## src/rtl/somador4_bist.sv

```systemverilog
// Built-in self-test controller for the somador4 4-bit adder: walks all 512 {A,B,CIN}
// vectors, checks {S,COUT} against A+B+CIN and counts per-field mismatches.
module somador4_bist #(
    parameter int unsigned SETTLE = 1
) (
    input  logic        clk,
    input  logic        rst,
    input  logic        start,
    output logic [3:0]  A_o,
    output logic [3:0]  B_o,
    output logic        CIN_o,
    input  logic [3:0]  S_i,
    input  logic        COUT_i,
    output logic        busy,
    output logic        done,
    output logic        pass,
    output logic [10:0] erros,
    output logic [9:0]  vec_ind,
    output logic        err_valid,
    output logic [13:0] err_vec
);

    typedef enum logic [1:0] {StIdle, StWait, StCheck, StDone} state_e;

    localparam logic [3:0] CntLoad = 4'(SETTLE - 1);

    state_e      state_q;
    logic [8:0]  vec_q;
    logic [3:0]  cnt_q;
    logic        busy_q;
    logic        done_q;
    logic        err_valid_q;
    logic [10:0] erros_q;
    logic [9:0]  vec_ind_q;
    logic [13:0] err_vec_q;

    logic [4:0]  exp_sum;
    logic        s_bad;
    logic        c_bad;
    logic [10:0] err_inc;

    // Case-inequality so that unknown responses count as mismatches in simulation.
    always_comb begin
        exp_sum = {1'b0, vec_q[8:5]} + {1'b0, vec_q[4:1]} + {4'b0000, vec_q[0]};
        s_bad   = (S_i !== exp_sum[3:0]);
        c_bad   = (COUT_i !== exp_sum[4]);
        err_inc = {10'd0, s_bad} + {10'd0, c_bad};
    end

    always_ff @(posedge clk) begin
        if (!rst) begin
            state_q     <= StIdle;
            vec_q       <= '0;
            cnt_q       <= '0;
            busy_q      <= 1'b0;
            done_q      <= 1'b0;
            err_valid_q <= 1'b0;
            erros_q     <= '0;
            vec_ind_q   <= '0;
            err_vec_q   <= '0;
        end else begin
            err_valid_q <= 1'b0;
            case (state_q)
                StIdle, StDone: begin
                    if (start) begin
                        state_q   <= StWait;
                        vec_q     <= '0;
                        cnt_q     <= CntLoad;
                        busy_q    <= 1'b1;
                        done_q    <= 1'b0;
                        erros_q   <= '0;
                        vec_ind_q <= '0;
                    end
                end
                StWait: begin
                    if (cnt_q == 4'd0) begin
                        state_q <= StCheck;
                    end else begin
                        cnt_q <= cnt_q - 4'd1;
                    end
                end
                StCheck: begin
                    erros_q   <= erros_q + err_inc;
                    vec_ind_q <= vec_ind_q + 10'd1;
                    if (s_bad || c_bad) begin
                        err_valid_q <= 1'b1;
                        err_vec_q   <= {vec_q, S_i, COUT_i};
                    end
                    // The final vector stays on the outputs while in DONE.
                    if (vec_q == 9'd511) begin
                        state_q <= StDone;
                        busy_q  <= 1'b0;
                        done_q  <= 1'b1;
                    end else begin
                        vec_q   <= vec_q + 9'd1;
                        cnt_q   <= CntLoad;
                        state_q <= StWait;
                    end
                end
                default: state_q <= StIdle;
            endcase
        end
    end

    assign A_o       = vec_q[8:5];
    assign B_o       = vec_q[4:1];
    assign CIN_o     = vec_q[0];
    assign busy      = busy_q;
    assign done      = done_q;
    assign pass      = done_q && (erros_q == 11'd0);
    assign erros     = erros_q;
    assign vec_ind   = vec_ind_q;
    assign err_valid = err_valid_q;
    assign err_vec   = err_vec_q;

endmodule

```

## config.mk

```make
export PLATFORM = sky130hd
export DESIGN_NAME = somador4_bist
export DESIGN_NICKNAME = d
export VERILOG_FILES = /design/src/rtl/somador4_bist.sv
export SDC_FILE = /design/constraint.sdc
export NUM_CORES = 1
export LEC_CHECK = 0
export CAP_MARGIN = 10
export CORE_AREA = 2 2 79 81
export CTS_BUF_LIST = sky130_fd_sc_hd__clkbuf_8 sky130_fd_sc_hd__clkbuf_16
export CTS_CLUSTER_SIZE = 28
export DETAILED_ROUTE_END_ITERATION = 12
export DIE_AREA = 0 0 81 83
export PLACE_DENSITY = 0.79
export SLEW_MARGIN = 10
export SYNTH_ARGS = -nofsm -noshare
export SYNTH_HDL_FRONTEND = slang
export SYNTH_SLANG_ARGS = --single-unit
```

## constraint.sdc

```tcl
create_clock -name clk -period 4.2 [get_ports clk]
set_clock_uncertainty 0.2 [all_clocks]
set_input_delay 0.63 -clock clk [delete_from_list [all_inputs] [get_ports clk]]
set_output_delay 0.63 -clock clk [all_outputs]
set_load 0.01 [all_outputs]
```

# Word-level counts from Yosys, hierarchy flattened
# Cells that the tools add are included.
# totals
ff_bits	53
inputBits	8
wordCells	63
# op_classes
reduce_logical	14
addsub	7
eq_ne	11
mux	22
# op_table
operator	n
$pmux W11 S2	1
$pmux W10 S2	1
$mux W9	2
$pmux W9 S2	1
$mux W4	3
$pmux W4 S3	1
$add A11 B2 Y11	1
$logic_not A11 Y1	1
$mux W11	1
$add A10 B1 Y10 const B	1
$mux W10	1
$ne A2 B2 Y1 const B	5
$add A9 B1 Y9 const B	1
$eq A9 B9 Y1 const B	1
$reduce_and A3 Y1	3
$reduce_and A2 Y1	4
$mux W2	3
$pmux W2 S3	1
$add A4 B4 Y5	1
$add A5 B1 Y5	1
$mux W1	5
$eq A2 B2 Y1 const B	2
$logic_not A4 Y1	1
$nex A4 B4 Y1	1
other kinds (10)	11

# Logic depth before layout (Yosys ltp)
# Gate-level depths: netlist (run 1).
# depth
ltp_word	6
mapped_depth	15
depth_no_buf	12

# Worst setup path before layout (run 1)
# Ideal clock, no wire load.
# synth_path
kind	flip-flop to flip-flop
startpoint	reg vec_q[5]
endpoint	reg erros_q[6] (netlist: erros[6])
t_arrival_ps	3328
stages_incl_launch_ff	15
setup_slack_ps	544
path_buffers	2
setup_ps	128
period_less_slack_ps	3656
required_ps	3872
cell_sequence	dfxtp_1 -> inv_1 -> fa_1 -> inv_1 -> fa_1 -> xnor2_1 -> nand3_2 -> or3_1 -> buf_6 -> buf_6 -> fa_1 -> ha_1 -> nand4bb_1 -> xor2_1 -> nor2_1
# synth_via
elab_chain_cells	6
elab_cells_between_ends	7
cone_classes	add/sub (4); eq/ne (2); mux (1)
# synth_lines
item	line_no	source
start: declaration	28	logic [8:0] vec_q;
start signal: assignment	95	vec_q <= vec_q + 9'd1;
$add A4 B4 Y5 *	44	exp_sum = {1'b0, vec_q[8:5]} + {1'b0, vec_q[4:1]} + {4'b0000, vec_q[0]};
$add A5 B1 Y5 *	44	
$nex A4 B4 Y1 or $nex A1 B1 Y1 (tied branches)	45, 46	
$add A1 B1 Y2 *	47	err_inc = {10'd0, s_bad} + {10'd0, c_bad};
$add A11 B2 Y11 *	83	erros_q <= erros_q + err_inc;
$pmux W11 S2 *	63	case (state_q)
end signal: assignment	83	
end: declaration	33	logic [10:0] erros_q;
# Every way passes the cells marked *; elsewhere a longest branch is shown, timed or not.
# A chain may end at the register's enable or synchronous reset.

# Worst setup path after layout (run 1)
# layout_path
startpoint	reg vec_q[5]
endpoint	reg erros_q[8] (netlist: erros[8])
# Same word-level chain as after synthesis.

==> results of run 1 <==
[metal layers]
metal,wire [um],track usage
met1,3344,0.3245
met2,3630,0.3591
met3,391,0.04457
met4,53,0.05701
met5,0,0
[final cells by class]
class | count | area [um^2] | area share
multi-input combinational | 263 | 1792 | 0.4791
sequential | 53 | 1061 | 0.2837
timing repair buffer | 66 | 633.1 | 0.1693
tap | 75 | 93.84 | 0.02509
clock buffer | 5 | 68.82 | 0.01840
inverter | 13 | 48.80 | 0.01305
clock inverter | 3 | 42.54 | 0.01138
[registers in the layout, summed over array words and instances, names as in the netlist]
signal / cells
vec_q: 9
erros: 11
err_valid: 1
busy: 1
done: 1
vec_ind: 10
err_vec: 14
state_q: 2
cnt_q: 4
[kinds of logic (layout without fill, tap and decap cells)]
logic type,after synthesis,in the layout,synth area share
multiplexers,3,3,0.01032
adder cells (fa/ha/maj),15,15,0.06936
AO/OA/AOI/OAI,82,82,0.1936
XOR/XNOR,21,21,0.06524
buffers and inverters,39,87,0.05863
flip-flops,53,53,0.3501
AND/OR/NAND/NOR,142,142,0.2527
[worst max-delay path, stage by stage, from the launching register on]
cell and delay [ps]:
dfxtp_1 430, inv_1 90, fa_1 440, inv_1 80, fa_1 220, and3_1 170, or3_1 120, and2_1 550
fa_1 350, ha_1 200, nand4bb_1 200, or3_1 390, a21oi_1 140
[power breakdown]
part           switching [mW]  internal [mW]  total [mW]  leakage, nW
Clock                   0.166          0.177       0.343       0.0595
Sequential            0.00734          0.511       0.518        0.428
Combinational          0.0883         0.0551       0.143        0.894
Total                   0.262          0.742        1.00         1.38
[cell usage after synthesis (5+ instances only)]
master,number,share of area
a31oi_1,15,0.031
or3_1,9,0.019
nor2_1,20,0.025
xor2_1,9,0.026
nor2b_1,8,0.017
inv_1,13,0.016
and3_1,32,0.066
ha_1,12,0.050
o31ai_1,16,0.040
nor4_1,11,0.023
nand4_1,6,0.012
o21ai_0,5,0.0083
nand2_1,30,0.037
a32oi_1,5,0.014
dfxtp_1,53,0.35
o21a_1,5,0.012
xnor2_1,11,0.032
a21oi_1,9,0.015
clkbuf_1,21,0.026
o311ai_1,14,0.040
nand3_1,10,0.017
[worst max-delay path by stage]
stage                           end  depth (start not counted)  slack [ps]
final                      erros[8]                         12         570
after global placement    erros[10]                         12         730
after global routing       erros[8]                         12         290
after floorplan            erros[6]                         14         540
after CTS                 erros[10]                         12         620
after detailed placement  erros[10]                         12         640
==> results.json, run 1 <==
{
  "worst_setup_slack_after_layout_ps": 573.9,
  "vias_per_cell": 5.954,
  "cts_max_level": 2,
  "routabilityCongestion": 0.8462,
  "num-nets-final": 425,
  "utilization": 0.6431,
  "cts_resizes": 0,
  "totalNegativeSetupSlack_ps": 0,
  "total_power_mw": 1.004,
  "critPathKind": "register to register",
  "timing.final.hold_violations": 0,
  "areaGrowthSynthToFinish_pct": 23.41,
  "reg_to_reg_start": "vec_q[5]",
  "share_of_the_clock_period_used_by_the_worst_path_after_layout": 0.8634,
  "die_y_extent_um": 83,
  "max-cap-violations": 0,
  "worst_hold_path_type": "register to register",
  "numPortBuffers": 55,
  "initialDrtViolationCount": 221,
  "whs_endpoint": "err_vec[12]",
  "worst-endpoint-required_ps": 4250,
  "clk_latency_ps": 300,
  "slew_headroom": 0.4490,
  "track_usage": 0.2301,
  "clkSlewWorstSetupHoldPaths_ps": 90,
  "synth_nets": 378,
  "grt_pass1_vias": 2576,
  "cts_tree": "yes",
  "outcome": "complete, no violations",
  "synth_cell_types": 44,
  "layout.cells.most_common": "clkdlybuf4s50_1",
  "drt.antenna.violating_nets": 0,
  "grt_setup_unrepaired": "no",
  "pwr_density_cell_nw_per_um2": 268.5,
  "static_power_due_to_leakage_nw": 1.382,
  "drive_above_1_share": 0.04963,
  "cts_buffer_depth": 2,
  "vdd_drop_max_mv": 0.1699,
  "postSynthRegisterBits": 53,
  "pin_count": 56,
  "most-common-layout-cells": "55 x clkdlybuf4s50_1, 53 x dfxtp_1, 32 x and3_1",
  "layout.cell_area.non_filler_um2": 3740,
  "postRouteWirelength_mm": 7.419,
  "syn_area_um2": 3030,
  "synth.yosys.warnings": 0,
  "detailed_place.area_um2": 3628,
  "arrival_ps": 3670,
  "cts_sinks": 53,
  "drt_drc": 0,
  "fillCellCount": 530,
  "yosysSeqAreaShare": 0.3501,
  "n_antenna_cell": 0,
  "avgSynthCellArea_um2": 8.536,
  "die_w_um": 81,
  "async_reset_ff_frac": 0,
  "hold_fix_buffers_at_cts": 0,
  "worstReg2RegEnd": "erros[8]",
  "vias": 2846,
  "initial_utilization": 0.5211,
  "synthCells": 355,
  "synth-edff-count": 0,
  "fp.coreArea_um2": 5816,
  "clock-root-buffer": "clkbuf_8",
  "startpoint": "vec_q[5]",
  "std_cell_rows": 28,
  "numPlacedInstances": 470,
  "hold_crit_start": "err_vec[12]",
  "least_margin_pin_slew_ps": 803.5,
  "hold-path-cell-count": 2,
  "finalMaxSlewViolations": 0,
  "ff2ff_setup_slack_ps": 570,
  "final.hold.worst_slack_ps": 292.4,
  "grt_pass1_wl_mm": 12.58,
  "drt-pass1-iter-count": 4,
  "timing.critical_path.from_type": "register",
  "final.min_clock_period_ps": 3626,
  "path_max_fanout": 16,
  "floorplan.die_area_um2": 6723,
  "antenna_found_initial": 0,
  "grt_remaining_overflow": 0,
  "postCtsSetupBuffers": 0,
  "layoutNonFillerInstCount": 478,
  "fmaxAchievable_mhz": 275.8,
  "route.detailed.wl_per_inst_um": 15.52,
  "ys_dominant_reg_cell": "dfxtp_1",
  "timing.reg2reg.worst_path_depth": 12,
  "grt_start_max_net_pins": 41,
  "dp_hpwl_mm": 5.185,
  "finalSetupViolations": 0,
  "cts-buffers-inserted": 5,
  "preCtsSetupSlack_ps": 635.3,
  "setup.worst_path.end_class": "register"
}
No activity file was read; power rests on OpenSTA's default activity.
==> run 2: changes to the inputs <==
--- a/config.mk
+++ b/config.mk
@@ -5,13 +5,15 @@
 export SDC_FILE = /design/constraint.sdc
 export NUM_CORES = 1
 export LEC_CHECK = 0
+export ABC_AREA = 1
 export CAP_MARGIN = 10
-export CORE_AREA = 2 2 79 81
+export CORE_AREA = 2 2 78 80
 export CTS_BUF_LIST = sky130_fd_sc_hd__clkbuf_8 sky130_fd_sc_hd__clkbuf_16
 export CTS_CLUSTER_SIZE = 28
 export DETAILED_ROUTE_END_ITERATION = 12
-export DIE_AREA = 0 0 81 83
-export PLACE_DENSITY = 0.79
+export DIE_AREA = 0 0 80 82
+export MAX_ROUTING_LAYER = met4
+export PLACE_DENSITY = 0.78
 export SLEW_MARGIN = 10
 export SYNTH_ARGS = -nofsm -noshare
 export SYNTH_HDL_FRONTEND = slang
==> run 2 against run 1 <==
Via count down 4.3%. Largest cell class unchanged. First-iteration DRC count decreased by 21%. Fmax is 7.7% higher. Critical endpoint unchanged. Routed wire length decreased by 10%. Clock power is 5% higher.
==> results.json, run 2 <==
{
  "clock-root-buffer": "clkbuf_8",
  "synthCells": 406,
  "flip_flop_count_of_the_largest_register_after_layout": 14,
  "cpPeakStageDelay_ps": 460,
  "synth_top_cell_area_share": 0.3706,
  "routedLengthMet1_mm": 3.113,
  "pin_count": 56,
  "clkSlewWorstSetupHoldPaths_ps": 100,
  "most-common-layout-cells": "87 x nand2_1, 55 x clkdlybuf4s50_1, 53 x dfxtp_1",
  "numPortBuffers": 55,
  "synth_nets": 429,
  "routabilityCongestion": 0.8719,
  "syn_area_um2": 2863,
  "n_antenna_cell": 0,
  "synth.most_common_cell": "nand2_1",
  "vias": 2725,
  "dp_hpwl_mm": 4.858,
  "route.detailed.wl_per_inst_um": 12.54,
  "postRouteWirelength_mm": 6.673,
  "antenna_found_initial": 0,
  "drt.antenna.violating_nets": 0,
  "async_reset_ff_frac": 0,
  "maxUsedRoutingLayer": "met4",
  "initialDrtViolationCount": 174,
  "fp.coreArea_um2": 5746,
  "worst_path_max_delay_cell": "fa_1",
  "worst-endpoint-required_ps": 4210,
  "cts_tree": "yes",
  "vdd_drop_max_mv": 0.3723,
  "layoutNonFillerInstCount": 532,
  "floorplan.die_area_um2": 6560,
  "drive_above_1_share": 0.07440,
  "synth-edff-count": 0,
  "grt_start_max_net_pins": 43,
  "power.share.switching": 0.3974,
  "num-nets-final": 479,
  "static_power_due_to_leakage_nw": 1.406,
  "ys_top_cells_by_count": "87 x nand2_1, 53 x dfxtp_1, 51 x inv_1",
  "drt_drc": 0,
  "timing.critical_path.cells": "inv_1 -> fa_1 -> inv_1 -> fa_1 -> xnor2_1 -> nand2_1 -> nor2_2 -> nand2_1 -> fa_1 -> ha_1 -> nand2_1 -> nor2_1 -> nand4_1 -> nor2_1 -> nor2_1 -> nor2_1",
  "timing.final.hold_violations": 0,
  "critPathKind": "register to register",
  "setup.worst_path.end_class": "register",
  "total_switching_power_mw": 0.6903,
  "totalNegativeSetupSlack_ps": 0,
  "ys_top_cells_by_area": "dfxtp_1 37%, nand2_1 11%, inv_1 6.7%",
  "die_w_um": 80,
  "netlist.top_cell.by_area": "dfxtp_1",
  "worstPathBufferInverterCount": 2,
  "timing.critical_path.from_type": "register",
  "hold_fix_buffers_at_cts": 0,
  "cts_resizes": 0,
  "slew_headroom": 0.3557,
  "share_of_the_clock_period_used_by_the_worst_path_after_layout": 0.8015,
  "fmaxAchievable_mhz": 297.1,
  "synth_cell_types": 32,
  "vias_per_cell": 5.122,
  "pwr_density_cell_nw_per_um2": 488.2,
  "synth.yosys.warnings": 0,
  "final.min_clock_period_ps": 3366,
  "std_cell_rows": 28,
  "areaGrowthSynthToFinish_pct": 24.30,
  "detailroute.wirelength.met2_mm": 3.184,
  "ys_dominant_reg_cell": "dfxtp_1",
  "max-cap-violations": 0,
  "pwr-share-comb": 0.426,
  "cts_max_level": 2,
  "grt_setup_unrepaired": "no",
  "outcome": "complete, no violations",
  "finalSetupViolations": 0,
  "worst_hold_path_type": "register to register",
  "cp_common_cell": "nor2_1",
  "track_usage": 0.2238,
  "seq_power_share": 0.367,
  "postCtsSetupBuffers": 0,
  "die_y_extent_um": 82,
  "initial_utilization": 0.4983,
  "clock_power_share": 0.207,
  "avgSynthCellArea_um2": 7.051,
  "cts_buffer_depth": 2,
  "layout.cells.most_common": "nand2_1",
  "internal-power_mw": 1.047,
  "least_margin_pin_slew_ps": 959.9,
  "arrival_ps": 3380,
  "cts-buffers-inserted": 5,
  "clk_latency_ps": 300,
  "grt_pass1_vias": 2507,
  "numPlacedInstances": 524,
  "grt_pass1_wl_mm": 11.41,
  "cts_sinks": 53,
  "grt_remaining_overflow": 0,
  "postSynthRegisterBits": 53,
  "dr_wl_met3_um": 328,
  "worst_path_dominant_cell_family": "adder cells",
  "path_max_fanout": 6,
  "yosysSeqAreaShare": 0.3706,
  "finalMaxSlewViolations": 0,
  "drt-pass1-iter-count": 4
}
run 2: final cells by class:
cell class	count	area, um^2
fillers	533	2187
repair buffers	57	565.5
flip-flops and latches	53	1061
clock buffers	6	82.58
inverters	55	206.4
multi-input cells	284	1515
well taps	75	93.84
clock inverters	2	33.78
run 2: cells by family (layout without fill, tap and decap cells):
kind of cell               Yosys count  in the layout  synth area share
adders and majority gates           15             15           0.07343
and+or+nand+nor                    201            201            0.3182
buffers and inverters               69            120            0.1001
DFF                                 53             53            0.3706
AOI/OAI and AO/OA                   67             67            0.1346
xor gates and xnor gates             1              1          0.003060
run 2: through the flow:
step	util	setup slack [ps]	cell area (um^2)	total power [mW]	hold WS [ps]
after floorplan	-	991.3	2863	1.171	243.5
after global placement	0.5991	888.5	3442	1.360	251.5
after detailed placement	0.5991	823.2	3442	1.381	260.1
after global routing	0.6193	558.7	3558	1.865	296.5
after CTS	0.6193	832.1	3558	1.745	274.2
final	0.6193	833.9	3558	1.737	274.9
run 2: worst paths after layout:
kind	startpoint	end	slack [ps]	depth (start not counted)
worst min register to register	cnt_q[0]	cnt_q[0]	270	2
worst max register to register	vec_q[5]	erros[8]	830	16
worst max-delay path	vec_q[5]	erros[8]	830	16
worst min-delay path	cnt_q[0]	cnt_q[0]	270	2
run 2: power groups by stage:
stage,Combinational (mW),Sequential [mW],Clock (mW)
3_3_place_gp,0.715,0.644,0
2_1_floorplan,0.510,0.661,0
6_report,0.740,0.638,0.360
3_5_place_dp,0.732,0.648,0
4_1_cts,0.739,0.638,0.369
5_1_grt,0.832,0.647,0.385
run 2: worst register-to-register path, delay by kind of cell (launching register included):
family                   cells  cell delay [ps]
AND/OR/NAND/NOR              9              790
flip-flops                   1              410
adder cells (fa/ha/maj)      4             1540
XOR/XNOR                     1              140
buffers and inverters        2              190
run 2: routing by layer:
layer / global-route usage / up-vias
met4: 0.05593 / 0
met1: 0.2895 / 1232
met2: 0.3633 / 61
met3: 0.04286 / 5
met5: - / -
li1: - / 1427
